--- src/rtl/norm_shifter.sv ---
// Left-normalizing shifter: shifts a mantissa up by its leading-zero count, clamped by the exponent. Latency 2 cycles.
// Backpressure: a single enable stalls both stages whenever stage 2 holds an unconsumed beat; ready_o mirrors that enable.
module norm_shifter #(
   parameter  int DATA_WIDTH = 24,
   parameter  int EXP_WIDTH  = 8,
   localparam int LZC_WIDTH  = $clog2(DATA_WIDTH + 1)
) (
   input  logic                  clk,
   input  logic                  rst_n,
   input  logic                  valid_i,
   output logic                  ready_o,
   input  logic [DATA_WIDTH-1:0] a_i,
   input  logic [EXP_WIDTH-1:0]  exp_i,
   output logic                  valid_o,
   input  logic                  ready_i,
   output logic [DATA_WIDTH-1:0] c_o,
   output logic [EXP_WIDTH-1:0]  exp_o,
   output logic [LZC_WIDTH-1:0]  lzc_o,
   output logic                  zero_o,
   output logic                  denorm_o
);

   localparam int CMP_WIDTH = (EXP_WIDTH > LZC_WIDTH) ? EXP_WIDTH : LZC_WIDTH;

   typedef struct packed {
      logic [DATA_WIDTH-1:0] a;
      logic [EXP_WIDTH-1:0]  e;
      logic [LZC_WIDTH-1:0]  lzc;
   } s1_t;

   typedef struct packed {
      logic [DATA_WIDTH-1:0] c;
      logic [EXP_WIDTH-1:0]  e;
      logic [LZC_WIDTH-1:0]  lzc;
      logic                  zero;
      logic                  denorm;
   } s2_t;

   logic                 en;
   logic                 s1_vld;
   logic                 s2_vld;
   s1_t                  s1_q;
   s1_t                  s1_d;
   s2_t                  s2_q;
   s2_t                  s2_d;
   logic [LZC_WIDTH-1:0] lzc_d;
   logic [CMP_WIDTH-1:0] lzc_ext;
   logic [CMP_WIDTH-1:0] exp_ext;
   logic [CMP_WIDTH-1:0] sh;
   logic                 limited;
   logic                 is_zero;

   assign en      = !s2_vld || ready_i;
   assign ready_o = en;

   // Highest set bit wins: scanning upward, the last hit overwrites earlier ones.
   always_comb begin
      lzc_d = LZC_WIDTH'(DATA_WIDTH);
      for (int i = 0; i < DATA_WIDTH; i++) begin
         if (a_i[i]) begin
            lzc_d = LZC_WIDTH'(DATA_WIDTH - 1 - i);
         end
      end
   end

   always_comb begin
      s1_d     = '0;
      s1_d.a   = a_i;
      s1_d.e   = exp_i;
      s1_d.lzc = lzc_d;
   end

   // Shift is capped at the exponent so exp_o never wraps below zero.
   always_comb begin
      lzc_ext   = CMP_WIDTH'(s1_q.lzc);
      exp_ext   = CMP_WIDTH'(s1_q.e);
      limited   = lzc_ext > exp_ext;
      sh        = limited ? exp_ext : lzc_ext;
      is_zero   = (s1_q.a == '0);
      s2_d      = '0;
      s2_d.c    = s1_q.a << sh;
      s2_d.e    = is_zero ? '0 : (s1_q.e - EXP_WIDTH'(sh));
      s2_d.lzc  = s1_q.lzc;
      s2_d.zero = is_zero;
      s2_d.denorm = limited && !is_zero;
   end

   always_ff @(posedge clk or negedge rst_n) begin
      if (!rst_n) begin
         s1_vld <= 1'b0;
         s2_vld <= 1'b0;
         s1_q   <= '0;
         s2_q   <= '0;
      end else if (en) begin
         s1_vld <= valid_i;
         s1_q   <= s1_d;
         s2_vld <= s1_vld;
         s2_q   <= s2_d;
      end
   end

   assign valid_o  = s2_vld;
   assign c_o      = s2_q.c;
   assign exp_o    = s2_q.e;
   assign lzc_o    = s2_q.lzc;
   assign zero_o   = s2_q.zero;
   assign denorm_o = s2_q.denorm;

`ifndef SYNTHESIS
   // A presented beat must not change or vanish until it is taken.
   a_hold_stable : assert property (@(posedge clk) disable iff (!rst_n)
      (valid_o && !ready_i) |=> (valid_o && $stable(s2_q)));
`endif

endmodule

--- config.mk ---
export PLATFORM = sky130hd
export DESIGN_NAME = norm_shifter
export DESIGN_NICKNAME = d
export VERILOG_FILES = /design/src/rtl/norm_shifter.sv
export SDC_FILE = /design/constraint.sdc
export NUM_CORES = 1
export LEC_CHECK = 0
export CAP_MARGIN = 20
export CORE_MARGIN = 2
export CORE_UTILIZATION = 40
export CTS_CLUSTER_DIAMETER = 40
export DETAILED_ROUTE_END_ITERATION = 8
export DONT_BUFFER_PORTS = 1
export HOLD_SLACK_MARGIN = 0.06
export PLACE_DENSITY = 0.6
export RECOVER_POWER = 50
export SLEW_MARGIN = 20
export SYNTH_ARGS = -nofsm -noshare
export SYNTH_HDL_FRONTEND = slang
export SYNTH_SLANG_ARGS = --single-unit
--- constraint.sdc ---
create_clock -name clk -period 6.85 [get_ports clk]
set_input_delay 1.7125 -clock clk [delete_from_list [all_inputs] [get_ports clk]]
set_output_delay 1.7125 -clock clk [all_outputs]
set_load 0.01 [all_outputs]
; ---- After elaboration in Yosys (flattened, before gate mapping)
; Index checks and enable logic that the tools add are counted.
[op_classes]
n_mux = 26
eq_ne = 0
n_mul = 0
bitwise_logic = 0
order_cmp = 1
n_addsub = 1
reduce_logical = 5
shift = 1
div = 0
[ops]
columns = cell, n
row1 = two-way mux 5 bit, 22
row2 = zero test 24 bit, 1
row3 = << shifter 24 x 8 -> 24 bit, 1
row4 = two-way mux 8 bit, 2
row5 = greater-than comparator 5 x 8 -> 1 bit, 1
row6 = two-way mux 4 bit, 2
row7 = subtractor 8 bit, 1
row8 = zero test 1 bit, 2
row9 = logical AND 1 bit, 1
row10 = logical OR 1 bit, 1
[totals]
output_inout_bits = 41
latchBits = 0
reg_bits = 78
romBits = 0
memories = 0
mem_bits_rw = 0

; ---- Longest topological paths before layout
[logic_depth]
depth_word = 24
mapped_depth = 18

; ---- Worst setup path after synthesis
; No wires, ideal clock.
[synth_timing]
path_kind = input to output
startpoint = in ready_i
endpoint = out ready_o
path_stages = 5
arrival_ns = 2.473
path_buffers = 3
path_slack_ns = 2.665
required_time_ns = 5.137
path_cell_list = nor2b_1 -> clkbuf_1 -> inv_1 -> buf_6 -> buf_6
[synth_between]
elab_chain_len = 1
[synth_rtl]
columns = element, line
row1 = from (decl), 15  ; input logic ready_i,
row2 = logical OR 1 bit, 53  ; assign en = !s2_vld || ready_i;
row3 = to (decl), 11  ; output logic ready_o,
; No other way between the ends.

; ---- Worst setup path in the final report
; Same ends and word-level chain as after synthesis.

==> results.cfg <==
[run_status]
outcome = complete, no violations

[final_layout]
final_common_cell = nand2_1
layout.area.seq_sq_mm = 0.00195
fin_cells = 681
final_layout_size_suffix_gt1_share_pct = 8.43
fin_nets = 576
mostFrequentLayoutCells = nand2_1, dfrtp_1, o21ai_0
diodes = 0
area_growth_pct = 6.59
multi_input_area_sq_mm = 0.00259
fin_util_pct = 43.3
fillCellCount = 1157

[clocking]
worstSkewPairLatency_ns = 0.35
cts_sinks = 78
cts_tree = done
post_cts_buffers = 0
holdBufCountCts = 0
cts.repair.resized = 0
clk_pin_slew_ns = 0.06
htree_levels = 3
cts_buffer_depth = 2
cts-buffers-inserted = 9
root_buffer = clkbuf_16

[setup_path]
worstPathArrival_ns = 2.57
reg2reg_from = exp_ext[1]
cp_max_fo = 73
critical_path.endpoint_type = output pin
r2r_cells = 16
r2r-end = exp_o[6]
critPathKind = in2out
worstSetupStartpointType = input port
required_ns = 5.14
cp-startpoint = ready_i
ff2ff_setup_slack_ns = 2.64

[sta]
worst_pin_slew_ns = 0.762
layout_min_cycle_time_ns = 4.28
fin_crit_sh_pct = 62.4
rsz0062_at_grt = false
setup_ws_ns = 2.57
fin_skew_ns = 0.00825
tns_ns = 0
maxSlewHeadroom_pct = 48.8
maxSlewViolCount = 0
finalHoldViolCount = 0
setup_viol = 0
max_freq_mhz = 234

[placed_design]
hpwl_microns = 9380
dp_cells = 665
pre_cts_slack_ns = 2.60
gp_congestion = 0.908
portBuffers = 0

[power]
p_sw_share_pct = 35.8
power_density_mw_per_mm2 = 287
p_leak_uw = 0.00226
seq_power_share_pct = 45.2
power_switching_uw = 528
internal_power_uw = 946
power.share.clock_pct = 29.9
combPwrFrac_pct = 24.9
peakVddDrop_mv = 0.129

[synthesis]
synth_top_family_by_area = compound AO/OA/AOI/OAI gates
synth-simple-area-share_pct = 17.9
syn_avg_cell_area_sq_um = 8.88
yosys_warnings = 0
async_flop_share_pct = 100
synth_fa_ha_area_share_pct = 3.01
netlist_area_sq_mm = 0.00482
synth_area_leaders = dfrtp_1, nand2_1, o21ai_0
syn-num-nets = 590
synth-edff-count = 0
synthMuxAreaShare_pct = 8.10
ys.flop_type = dfrtp_1
synth_cell_types = 64
synth-seq-area-share_pct = 40.5
synth_top_area_share_pct = 40.5
synth_xor_area_share_pct = 1.09
syn_inst = 543
synth_seq_cells = 78
yosysTopAreaCell = dfrtp_1
synth_compound_gate_area_share_pct = 23.6

[min_path]
min_to = s1_vld
min_from = s1_vld
worstHoldPathCells = 2
hp-class = reg2reg

[floorplanning]
start_util_pct = 40.6
num_rows = 40
io_pins = 77
core_sq_mm = 0.0119
fp.dieW_microns = 114
die_area_sq_mm = 0.0129
die_h_microns = 114

[grt]
grt_use_total_pct = 21.1
gr-total-overflow = 0
antenna_found_initial = 0
grt_pass1_wl_microns = 21200
grt_max_degree = 79
first_global_vias = 4061

[detailed_routing]
drtPass1Iterations = 5
drt_iter0_drc = 228
viasPerCell = 5.94
drt-total-wl_microns = 12900
vias = 4047
postRouteAntennaNets = 0
wire_per_inst_microns = 18.9
drc_errors = 0

[job]
drv_cap = 0
==> layer usage <==
layer | share of wire, % | track usage (%) | vias up
li1 | - | - | 1932
met1 | 48 | 29.9 | 1952
met2 | 43 | 30.9 | 145
met3 | 7.2 | 6.54 | 18
met4 | 1.8 | 7.15 | 0
met5 | 0 | 0 | -
==> registers in the layout (all words and copies together), names as in the netlist <==
| signal | count |
|---|---|
| valid_o | 1 |
| zero_o | 1 |
| exp_ext | 8 |
| c_o | 24 |
| lzc_o | 5 |
| lzc_ext | 5 |
| exp_o | 8 |
| s1_q | 24 |
| denorm_o | 1 |
| s1_vld | 1 |
==> final cells by class <==
type / count / area share (%)
Multi-Input combinational cell: 409 / 50.4
Sequential cell: 78 / 38.0
Clock buffer: 9 / 4.38
Tap cell: 147 / 3.58
Inverter: 28 / 2.19
Clock inverter: 7 / 0.999
Timing Repair Buffer: 3 / 0.438
==> stage by stage <==
step,hold slack (ns),instance area [sq um],power [uW]
final,0.475,5140,1470
after floorplan,0.430,4820,944
after detailed placement,0.448,4870,1040
after global routing,0.505,5140,1560
after CTS,0.465,5140,1480
after global placement,0.445,4870,1030
==> power by group through the flow <==
stage	logic, uW	registers [uW]	clock network [uW]
after global placement	358	672	0
after global routing	409	680	471
after CTS	365	667	448
final	366	667	441
after floorplan	298	646	0
after detailed placement	362	675	0
==> logic make-up (layout without fill, tap and decap cells) <==
group | count (synthesis) | count (layout)
mux | 29 | 29
xor+xnor | 6 | 6
buf+inv | 56 | 47
fa+ha+maj | 11 | 11
flops | 78 | 78
simple gates | 202 | 202
compound gates | 161 | 161
==> critical path, stage by stage <==
cell and delay (ns):
nor2b_1 0.09, buf_4 0.59, inv_2 0.14
==> synth_stat cells, types with 4 or more instances <==
master / count
nand2_1: 128
dfrtp_1: 78
o21ai_0: 42
nor2_1: 32
inv_1: 26
a21oi_1: 20
o211ai_1: 20
mux2i_1: 15
clkbuf_1: 14
ha_1: 10
a22oi_1: 9
nand3_1: 9
a31oi_1: 8
nor4_1: 8
nor3_1: 7
a21o_1: 6
a22o_1: 6
o31ai_1: 6
a21boi_0: 5
buf_2: 5
buf_6: 5
mux4_2: 5
mux2_2: 4
mux2_4: 4
o2111ai_1: 4
xnor2_1: 4
==> worst max path at each step <==
| stage | to |
|---|---|
| after floorplan | ready_o |
| after global placement | ready_o |
| after detailed placement | ready_o |
| after CTS | ready_o |
| after global routing | exp_o[6] |
| final | ready_o |
Power figures use the tool's default switching activity.
